`src/rtl/fft_frame_sequencer.sv`:
```
// Frame sequencer between the UART byte stream and the FFT core.
// Packs bytes into samples, runs the FFT, streams bins back out.
module fft_frame_sequencer #(
  parameter int N           = 256,
  parameter int ADDR_W      = 8,
  parameter int IN_W        = 16,
  parameter int BIT_WIDTH   = 26,
  parameter int RX_TIMEOUT  = 500000,
  parameter int FFT_TIMEOUT = 1000000
) (
  input  logic                 CLK,
  input  logic                 RST,
  input  logic [7:0]           rx_data,
  input  logic                 rx_valid,
  output logic                 wr_en,
  output logic [ADDR_W-1:0]    wr_addr,
  output logic [IN_W-1:0]      wr_data,
  output logic                 fft_start,
  input  logic                 fft_done,
  output logic                 rd_en,
  output logic [ADDR_W-1:0]    rd_addr,
  input  logic [BIT_WIDTH-1:0] rd_re,
  input  logic [BIT_WIDTH-1:0] rd_im,
  output logic [7:0]           tx_data,
  output logic                 tx_valid,
  input  logic                 tx_ready,
  output logic                 busy,
  output logic                 frame_err,
  output logic [2:0]           state_o
);

  localparam int RXC_W = $clog2(RX_TIMEOUT + 1);
  localparam int FTC_W = $clog2(FFT_TIMEOUT + 1);
  localparam logic [ADDR_W:0] LAST =
    (ADDR_W+1)'(N - 1);
  localparam logic [RXC_W-1:0] RX_LAST =
    RXC_W'(RX_TIMEOUT - 1);
  localparam logic [FTC_W-1:0] FT_LAST =
    FTC_W'(FFT_TIMEOUT - 1);

  typedef enum logic [2:0] {
    S_RX    = 3'd0,
    S_START = 3'd1,
    S_WAIT  = 3'd2,
    S_READ  = 3'd3,
    S_LATCH = 3'd4,
    S_SEND  = 3'd5
  } state_t;

  state_t            r_state;
  logic              r_byte_idx;
  logic [7:0]        r_lo;
  logic [ADDR_W:0]   r_cnt;
  logic [ADDR_W:0]   r_k;
  logic [RXC_W-1:0]  r_idle;
  logic [FTC_W-1:0]  r_tcnt;
  logic [63:0]       r_shift;
  logic [2:0]        r_bidx;

  logic [31:0]       w_re32;
  logic [31:0]       w_im32;
  logic              w_partial;
  logic [ADDR_W:0]   w_k_nxt;

  assign w_re32 = {{(32-BIT_WIDTH){rd_re[BIT_WIDTH-1]}}, rd_re};
  assign w_im32 = {{(32-BIT_WIDTH){rd_im[BIT_WIDTH-1]}}, rd_im};
  assign w_partial = (r_cnt != '0) || r_byte_idx;
  assign w_k_nxt = r_k + (ADDR_W+1)'(1);
  assign state_o = r_state;

  // Frame control FSM; every output is a register.
  always_ff @(posedge CLK or posedge RST) begin
    if (RST) begin
      r_state    <= S_RX;
      r_byte_idx <= 1'b0;
      r_lo       <= '0;
      r_cnt      <= '0;
      r_k        <= '0;
      r_idle     <= '0;
      r_tcnt     <= '0;
      r_shift    <= '0;
      r_bidx     <= '0;
      wr_en      <= 1'b0;
      wr_addr    <= '0;
      wr_data    <= '0;
      fft_start  <= 1'b0;
      rd_en      <= 1'b0;
      rd_addr    <= '0;
      tx_data    <= '0;
      tx_valid   <= 1'b0;
      busy       <= 1'b0;
      frame_err  <= 1'b0;
    end else begin
      wr_en     <= 1'b0;
      fft_start <= 1'b0;
      rd_en     <= 1'b0;
      frame_err <= 1'b0;
      unique case (r_state)
        S_RX: begin
          if (rx_valid) begin
            r_idle <= '0;
            if (!r_byte_idx) begin
              r_lo       <= rx_data;
              r_byte_idx <= 1'b1;
            end else begin
              r_byte_idx <= 1'b0;
              wr_en      <= 1'b1;
              wr_addr    <= r_cnt[ADDR_W-1:0];
              wr_data    <= IN_W'({rx_data, r_lo});
              if (r_cnt == LAST) begin
                r_cnt   <= '0;
                busy    <= 1'b1;
                r_state <= S_START;
              end else begin
                r_cnt <= r_cnt + (ADDR_W+1)'(1);
              end
            end
          end else if (w_partial) begin
            if (r_idle == RX_LAST) begin
              frame_err  <= 1'b1;
              r_idle     <= '0;
              r_cnt      <= '0;
              r_byte_idx <= 1'b0;
            end else begin
              r_idle <= r_idle + RXC_W'(1);
            end
          end
        end
        S_START: begin
          fft_start <= 1'b1;
          r_tcnt    <= '0;
          r_state   <= S_WAIT;
        end
        S_WAIT: begin
          if (fft_done) begin
            r_k     <= '0;
            rd_en   <= 1'b1;
            rd_addr <= '0;
            r_state <= S_READ;
          end else if (r_tcnt == FT_LAST) begin
            frame_err <= 1'b1;
            busy      <= 1'b0;
            r_idle    <= '0;
            r_state   <= S_RX;
          end else begin
            r_tcnt <= r_tcnt + FTC_W'(1);
          end
        end
        S_READ: begin
          r_state <= S_LATCH;
        end
        S_LATCH: begin
          r_shift  <= {w_im32, w_re32};
          tx_data  <= w_re32[7:0];
          tx_valid <= 1'b1;
          r_bidx   <= '0;
          r_state  <= S_SEND;
        end
        S_SEND: begin
          if (tx_ready) begin
            if (r_bidx == 3'd7) begin
              tx_valid <= 1'b0;
              if (r_k == LAST) begin
                r_k        <= '0;
                r_cnt      <= '0;
                r_byte_idx <= 1'b0;
                r_idle     <= '0;
                busy       <= 1'b0;
                r_state    <= S_RX;
              end else begin
                r_k     <= w_k_nxt;
                rd_en   <= 1'b1;
                rd_addr <= w_k_nxt[ADDR_W-1:0];
                r_state <= S_READ;
              end
            end else begin
              r_bidx  <= r_bidx + 3'd1;
              r_shift <= r_shift >> 8;
              tx_data <= r_shift[15:8];
            end
          end
        end
        default: r_state <= S_RX;
      endcase
    end
  end

endmodule

```
`config.mk`:
```
export PLATFORM = sky130hd
export DESIGN_NAME = fft_frame_sequencer
export DESIGN_NICKNAME = d
export VERILOG_FILES = /design/src/rtl/fft_frame_sequencer.sv
export SDC_FILE = /design/constraint.sdc
export NUM_CORES = 1
export LEC_CHECK = 0
export ABC_AREA = 0
export CAP_MARGIN = 20
export CELL_PAD_IN_SITES_DETAIL_PLACEMENT = 0
export CELL_PAD_IN_SITES_GLOBAL_PLACEMENT = 2
export CORE_ASPECT_RATIO = 1.4
export CORE_MARGIN = 4
export CORE_UTILIZATION = 37
export DETAILED_ROUTE_END_ITERATION = 8
export GPL_ROUTABILITY_DRIVEN = 0
export GPL_TIMING_DRIVEN = 1
export PLACE_DENSITY = 0.83
export SLEW_MARGIN = 10
export SYNTH_ARGS = -nofsm -noshare
export SYNTH_HDL_FRONTEND = slang
export SYNTH_SLANG_ARGS = --single-unit
export TNS_END_PERCENT = 10
```
`constraint.sdc`:
```
create_clock -name CLK -period 9.1 [get_ports CLK]
set_clock_uncertainty 0.15 [all_clocks]
set_input_delay 1.82 -clock CLK [delete_from_list [all_inputs] [get_ports CLK]]
set_output_delay 1.82 -clock CLK [all_outputs]
set_load 0.03 [all_outputs]
```
==> flow_results.xml, run 1 <==
<?xml version="1.0" encoding="UTF-8"?>
<metrics>
  <group name="global_routing">
    <metric name="grt_antenna_before_repair" unit="">1</metric>
    <metric name="vias_in_the_first_global_route" unit="">6476</metric>
    <metric name="global_route_wire_length_before_repair" unit="mm">33.5</metric>
    <metric name="grt.overflow.total" unit="">0</metric>
    <metric name="grt_util_all_layers" unit="%">16.9</metric>
    <metric name="largest_net_degree_at_the_start_of_global_routing" unit="">117</metric>
  </group>
  <group name="yosys">
    <metric name="synthesis.yosys.warnings" unit="">0</metric>
    <metric name="synth_area_per_cell" unit="µm²">9.43</metric>
    <metric name="postSynthCellCount" unit="">864</metric>
    <metric name="synthDistinctLibCells" unit="">56</metric>
    <metric name="synth_sequential_area_ratio" unit="%">51.6</metric>
    <metric name="synth_edf_count" unit="">0</metric>
    <metric name="postSynth.topFlopCell" unit="">dfrtp_1</metric>
    <metric name="async_flop_share" unit="%">100</metric>
    <metric name="synthesized_cell_area" unit="mm²">0.00815</metric>
    <metric name="syn_nets" unit="">936</metric>
    <metric name="yosys_register_bits" unit="">168</metric>
  </group>
  <group name="hold_path">
    <metric name="whs_endpoint" unit="">r_tcnt[4]$_DFFE_PP0P_</metric>
    <metric name="holdCritStartpoint" unit="">r_tcnt[4]$_DFFE_PP0P_</metric>
    <metric name="min-delay-path-class" unit="">flop to flop</metric>
    <metric name="hold_path_depth" unit="">1</metric>
  </group>
  <group name="clocking">
    <metric name="clock_sinks" unit="">168</metric>
    <metric name="path_clk_slew" unit="ns">0.07</metric>
    <metric name="post_cts_hold_buffer_count" unit="">0</metric>
    <metric name="tritoncts_buffer_count" unit="">17</metric>
    <metric name="cts.root.buffer_cell" unit="">clkbuf_16</metric>
    <metric name="worst_skew_late_latency" unit="ns">0.42</metric>
    <metric name="cts.htree.levels" unit="">4</metric>
    <metric name="cts.repair_timing.setup_buffer_count" unit="">0</metric>
    <metric name="cts.path.max_buffers" unit="">2</metric>
    <metric name="tritoncts" unit="">built</metric>
    <metric name="cts_repair_resize_count" unit="">0</metric>
  </group>
  <group name="floorplanning">
    <metric name="die-width" unit="µm">133</metric>
    <metric name="rows" unit="">64</metric>
    <metric name="die_height" unit="µm">184</metric>
    <metric name="design.die.area" unit="mm²">0.0245</metric>
    <metric name="start_util" unit="%">37.4</metric>
    <metric name="core" unit="mm²">0.0218</metric>
    <metric name="total_i_o_pin_count" unit="">114</metric>
  </group>
  <group name="drt">
    <metric name="vias" unit="">6591</metric>
    <metric name="drtIter0Drc" unit="">327</metric>
    <metric name="wl" unit="mm">20.4</metric>
    <metric name="number_of_antenna_violating_nets_in_the_routed_design" unit="">0</metric>
    <metric name="routed_via_count_divided_by_cell_count" unit="">5.24</metric>
    <metric name="detail_route.wl_per_cell" unit="µm">16.2</metric>
    <metric name="remaining_drc_errors" unit="">0</metric>
    <metric name="dr.pass1.iters" unit="">4</metric>
  </group>
  <group name="timing">
    <metric name="setup_ws_post_layout" unit="ns">4.97</metric>
    <metric name="slew_viol_final" unit="">0</metric>
    <metric name="setup_repair_after_global_routing_missed_its_margin" unit="">false</metric>
    <metric name="fmax" unit="MHz">242</metric>
    <metric name="period_needed" unit="ns">4.13</metric>
    <metric name="timing.max_slew.rel_slack" unit="%">29.7</metric>
    <metric name="fin_setup_tns" unit="ns">0</metric>
    <metric name="worst_slew_pin_slew" unit="ns">1.05</metric>
    <metric name="finalSetupViolCount" unit="">0</metric>
    <metric name="final-hold-violation-count" unit="">0</metric>
    <metric name="finalHoldWorstSlack" unit="ns">0.328</metric>
    <metric name="period_share" unit="%">45.4</metric>
  </group>
  <group name="placed_design">
    <metric name="placed_cell_area" unit="mm²">0.00949</metric>
    <metric name="placedCellCount" unit="">1226</metric>
    <metric name="port-buffer-count" unit="">113</metric>
    <metric name="detailedPlacementHpwl" unit="mm">13.9</metric>
    <metric name="dp_worst_setup_slack" unit="ns">4.52</metric>
  </group>
  <group name="final_layout">
    <metric name="num-fill-cells" unit="">2204</metric>
    <metric name="final_common_cell" unit="">dfrtp_1</metric>
    <metric name="fin_util" unit="%">46.4</metric>
    <metric name="share_of_final_layout_standard_cells_stronger_than_drive_strength_1" unit="%">8.85</metric>
    <metric name="final_net_count" unit="">1020</metric>
    <metric name="area_delta_synth_final" unit="%">24.0</metric>
    <metric name="final_area" unit="mm²">0.0101</metric>
    <metric name="final_cell_mix" unit="">168 x dfrtp_1, 137 x nand2_1, 113 x clkdlybuf4s50_1, 102 x nor2_1, 47 x a31oi_1</metric>
    <metric name="antennaDiodeCount" unit="">0</metric>
    <metric name="layout.cells.non_filler" unit="">1257</metric>
  </group>
  <group name="critical_path">
    <metric name="reg_to_reg_startpoint" unit="">state_o[0]$_DFFE_PP0P_</metric>
    <metric name="critical_path.max_fanout" unit="">10</metric>
    <metric name="crit_required" unit="ns">9.26</metric>
    <metric name="critical_path.reg2reg.endpoint" unit="">r_cnt[1]$_DFFE_PP0P_</metric>
    <metric name="worst-setup-path-type" unit="">input port to flop</metric>
    <metric name="worst_setup_path_end_kind" unit="">flop</metric>
    <metric name="timing.reg2reg.worst_path_depth" unit="">7</metric>
    <metric name="cp-start-kind" unit="">input port</metric>
    <metric name="timing.critical_path.arrival" unit="ns">4.29</metric>
    <metric name="rrSetupSlack" unit="ns">6.00</metric>
  </group>
  <group name="run_status">
    <metric name="run_status" unit="">finished clean</metric>
  </group>
  <group name="pwr">
    <metric name="leakage" unit="nW">4.19</metric>
    <metric name="p_int" unit="mW">1.85</metric>
    <metric name="sw_frac_of_total" unit="%">38.1</metric>
    <metric name="net-switching-power" unit="mW">1.14</metric>
    <metric name="clkPwrFrac" unit="%">25.7</metric>
    <metric name="cellPowerDensity" unit="mW/mm²">296</metric>
    <metric name="share_of_total_power_in_sequential_cells" unit="%">37.6</metric>
    <metric name="total_power" unit="mW">2.99</metric>
    <metric name="peakVddDrop" unit="mV">0.148</metric>
    <metric name="comb_power_share" unit="%">36.7</metric>
  </group>
  <group name="flow_run">
    <metric name="maxCapViolCount" unit="">0</metric>
  </group>
</metrics>
==> cell usage after synthesis, drive strengths merged, types with 17 or more instances <==
cell / n / area, µm²
clkbuf: 40 / 150
dfrtp: 168 / 4200
nand2: 137 / 514
a21oi: 36 / 180
nand3: 35 / 175
nor2: 102 / 383
mux2: 30 / 338
o21ai: 43 / 219
a31oi: 47 / 294
inv: 17 / 63.8
buf: 17 / 98.9
==> critical path, stage by stage <==
cell and delay [ns]:
clkdlybuf4s50_1 0.55, nor4bb_1 0.78, a21oi_1 0.35, nor2_1 0.39
nor2_1 0.15, a22o_1 0.24
==> sequential cells by signal, indices dropped and copies added (netlist names), 8 cells and up <==
register  cells
r_tcnt       20
r_k           9
r_shift      51
wr_addr       8
r_idle       19
rd_addr       8
wr_data      16
r_lo          8
r_cnt         9
==> power by group through the flow <==
stage	clock, mW	combinational, mW	sequential [mW]
6_report	0.766	1.10	1.12
5_1_grt	0.821	1.21	1.16
4_1_cts	0.787	1.12	1.13
3_5_place_dp	0	1.11	1.14
3_3_place_gp	0	1.10	1.13
2_1_floorplan	0	0.687	1.20
==> cell type report <==
class / count / area, µm² / share of cell area [%]
Clock buffer: 17 / 425 / 4.21
Sequential cell: 168 / 4200 / 41.6
Timing Repair Buffer: 122 / 1200 / 11.9
Clock inverter: 14 / 189 / 1.87
Multi-Input combinational cell: 622 / 3640 / 36.1
Tap cell: 297 / 372 / 3.68
Inverter: 17 / 68.8 / 0.681
==> worst max path at each step <==
stage,endpoint,startpoint
3_5_place_dp,rd_addr[1]$_DFFE_PP0P_,fft_done
6_report,rd_addr[1]$_DFFE_PP0P_,fft_done
5_1_grt,rd_addr[1]$_DFFE_PP0P_,fft_done
2_1_floorplan,busy$_DFFE_PP0P_,RST
3_3_place_gp,rd_addr[1]$_DFFE_PP0P_,fft_done
4_1_cts,rd_addr[1]$_DFFE_PP0P_,fft_done
==> cells by family after synthesis <==
logic type      Yosys count  share of synthesized area, %
simple gates            369                          21.5
compound gates          197                          15.8
flops                   168                          51.6
buf+inv                  74                          3.84
mux                      35                          4.76
xor+xnor                 14                          1.50
fa+ha+maj                 7                          1.07
==> metal layers <==
layer  share of wire [%]  vias up  wire length, µm  track usage [%]
met5               0.098        -               20                0
met4                 1.9        2              378             5.43
met3                 3.6       25              740             3.61
met2                  53      121            10800             30.3
met1                  42     3194             8510             20.2
li1                    -     3249                -                -
(Power assumes the default switching activity.)
==> inputs of run 2 (changes only) <==
- CORE_UTILIZATION: 37 -> 34
- PLACE_DENSITY: 0.83 -> 0.77
- clock period: 9.1 -> 3.95 ns (I/O delays scaled with it)
==> flow_results.xml, run 2 (synthesis results as in run 1) <==
<?xml version="1.0" encoding="UTF-8"?>
<metrics>
  <group name="final_layout">
    <metric name="flip_flop_count_of_the_largest_register_all_copies_and_words_added" unit="">51</metric>
    <metric name="top_regs" unit="">r_shift: 51 flops, r_tcnt: 20 flops, r_idle: 19 flops</metric>
    <metric name="top_register" unit="">r_shift</metric>
    <metric name="final_common_cell" unit="">dfrtp_1</metric>
    <metric name="final_cell_mix" unit="">168 x dfrtp_1, 137 x nand2_1, 113 x clkdlybuf4s50_1, 102 x nor2_1, 47 x a31oi_1</metric>
    <metric name="antennaDiodeCount" unit="">0</metric>
    <metric name="share_of_final_layout_standard_cells_stronger_than_drive_strength_1" unit="%">9.30</metric>
    <metric name="final_net_count" unit="">1027</metric>
    <metric name="area_delta_synth_final" unit="%">25.7</metric>
  </group>
  <group name="critical_path">
    <metric name="crit_required" unit="ns">3.01</metric>
    <metric name="worst_setup_path_end_kind" unit="">primary output</metric>
    <metric name="crit_cells" unit="">1</metric>
    <metric name="worstPathBufferInverterCount" unit="">1</metric>
    <metric name="cp-start-kind" unit="">flop</metric>
    <metric name="worstPathCellList" unit="">clkdlybuf4s50_1</metric>
    <metric name="critPathMaxStageDelay" unit="ns">0.78</metric>
    <metric name="critical_path.max_fanout" unit="">16</metric>
    <metric name="worst-setup-path-type" unit="">flop to primary output</metric>
    <metric name="timing.reg2reg.worst_path_depth" unit="">6</metric>
    <metric name="timing.critical_path.arrival" unit="ns">1.94</metric>
    <metric name="slowest_stage" unit="">clkdlybuf4s50_1</metric>
    <metric name="critical_path.top_delay_family" unit="">buffers and inverters</metric>
  </group>
  <group name="pwr">
    <metric name="peakVddDrop" unit="mV">0.341</metric>
    <metric name="leakage" unit="nW">4.26</metric>
    <metric name="cellPowerDensity" unit="mW/mm²">680</metric>
    <metric name="total_power" unit="mW">6.96</metric>
  </group>
  <group name="timing">
    <metric name="slew_viol_final" unit="">0</metric>
    <metric name="fmax" unit="MHz">348</metric>
    <metric name="timing.max_slew.rel_slack" unit="%">34.3</metric>
    <metric name="period_share" unit="%">72.8</metric>
    <metric name="finalSetupViolCount" unit="">0</metric>
    <metric name="fin_setup_tns" unit="ns">0</metric>
    <metric name="setup_repair_after_global_routing_missed_its_margin" unit="">false</metric>
    <metric name="final-hold-violation-count" unit="">0</metric>
    <metric name="worst_slew_pin_slew" unit="ns">0.986</metric>
    <metric name="period_needed" unit="ns">2.88</metric>
  </group>
  <group name="placed_design">
    <metric name="port-buffer-count" unit="">113</metric>
    <metric name="detailedPlacementHpwl" unit="mm">14.2</metric>
  </group>
  <group name="clocking">
    <metric name="clock_sinks" unit="">168</metric>
    <metric name="tritoncts_buffer_count" unit="">17</metric>
    <metric name="cts.htree.levels" unit="">4</metric>
    <metric name="tritoncts" unit="">built</metric>
    <metric name="path_clk_slew" unit="ns">0.07</metric>
    <metric name="cts_repair_resize_count" unit="">0</metric>
    <metric name="cts.repair_timing.setup_buffer_count" unit="">0</metric>
    <metric name="cts.root.buffer_cell" unit="">clkbuf_16</metric>
    <metric name="post_cts_hold_buffer_count" unit="">0</metric>
    <metric name="worst_skew_late_latency" unit="ns">0.43</metric>
    <metric name="cts.path.max_buffers" unit="">2</metric>
  </group>
  <group name="run_status">
    <metric name="run_status" unit="">finished clean</metric>
  </group>
  <group name="hold_path">
    <metric name="min-delay-path-class" unit="">flop to flop</metric>
    <metric name="hold_path_depth" unit="">1</metric>
  </group>
  <group name="floorplanning">
    <metric name="start_util" unit="%">34.7</metric>
    <metric name="design.die.area" unit="mm²">0.0265</metric>
    <metric name="core" unit="mm²">0.0235</metric>
    <metric name="die_height" unit="µm">191</metric>
    <metric name="total_i_o_pin_count" unit="">114</metric>
    <metric name="rows" unit="">66</metric>
    <metric name="die-width" unit="µm">139</metric>
  </group>
  <group name="global_routing">
    <metric name="global_route_wire_length_before_repair" unit="mm">34.9</metric>
    <metric name="grt.overflow.total" unit="">0</metric>
    <metric name="grt_antenna_before_repair" unit="">1</metric>
    <metric name="grt_util_all_layers" unit="%">16.0</metric>
    <metric name="largest_net_degree_at_the_start_of_global_routing" unit="">91</metric>
    <metric name="vias_in_the_first_global_route" unit="">6672</metric>
  </group>
  <group name="drt">
    <metric name="remaining_drc_errors" unit="">0</metric>
    <metric name="wl" unit="mm">20.8</metric>
    <metric name="routed_via_count_divided_by_cell_count" unit="">5.15</metric>
    <metric name="dr.pass1.iters" unit="">5</metric>
    <metric name="detail_route.wl_per_cell" unit="µm">16.3</metric>
    <metric name="drtIter0Drc" unit="">409</metric>
    <metric name="number_of_antenna_violating_nets_in_the_routed_design" unit="">0</metric>
    <metric name="vias" unit="">6558</metric>
  </group>
  <group name="flow_run">
    <metric name="maxCapViolCount" unit="">0</metric>
  </group>
</metrics>
-- run 2: cell types whose count changed in the layout (fill, tap and decap cells not counted), sizes merged --
cell      change
bufinv        +1
clkbuf        +8
clkinv        +1
buf           +7
inv           -8
clkinvlp      -1
-- run 2: worst paths after layout --
kind | startpoint | to | slack [ns]
max in group asynchronous | RST | wr_data[5]$_DFFE_PP0P_ | 2.49
min | r_tcnt[4]$_DFFE_PP0P_ | r_tcnt[4]$_DFFE_PP0P_ | 0.32
max | state_o[0]$_DFFE_PP0P_ | state_o[0] | 1.07
max reg2reg | r_tcnt[6]$_DFFE_PP0P_ | r_idle[16]$_DFFE_PP0P_ | 1.15
min reg2reg | r_tcnt[4]$_DFFE_PP0P_ | r_tcnt[4]$_DFFE_PP0P_ | 0.32
min in group asynchronous | RST | r_tcnt[17]$_DFFE_PP0P_ | 0.72
-- run 2: area by class of cell --
| class | instances | area [µm²] |
|---|---|---|
| clock inverters | 7 | 138 |
| clock buffers | 25 | 505 |
| repair buffers | 129 | 1300 |
| fillers | 2374 | 13200 |
| flip-flops and latches | 168 | 4200 |
| multi-input cells | 622 | 3640 |
| well taps | 306 | 383 |
| inverters | 17 | 67.6 |
-- run 2: metrics by stage --
stage | setup slack (ns) | std cells | area (µm²) | util [%] | hold slack [ns]
3_3_place_gp | 0.883 | 1242 | 9600 | 40.9 | 0.305
5_1_grt | 0.926 | 1274 | 10200 | 43.7 | 0.343
3_5_place_dp | 0.841 | 1242 | 9600 | 40.9 | 0.313
2_1_floorplan | 0.869 | 864 | 8150 | - | 0.288
6_report | 1.07 | 1274 | 10200 | 43.7 | 0.320
4_1_cts | 1.04 | 1274 | 10200 | 43.7 | 0.322
-- run 2: layer usage --
layer / wire length [µm] / share of wire, % / GRT usage, %
met3: 685 / 3.3 / 3.43
met5: 13 / 0.063 / 0
met1: 9050 / 44 / 19.8
met2: 10700 / 52 / 28.2
met4: 309 / 1.5 / 4.78
-- run 2: report_power, final --
group / total (mW) / switching, mW / internal [mW] / leakage [nW]
registers: 2.59 / 0.346 / 2.25 / 2.11
logic: 2.55 / 1.52 / 1.04 / 1.83
clock network: 1.81 / 0.672 / 1.14 / 0.313
total: 6.96 / 2.54 / 4.43 / 4.26
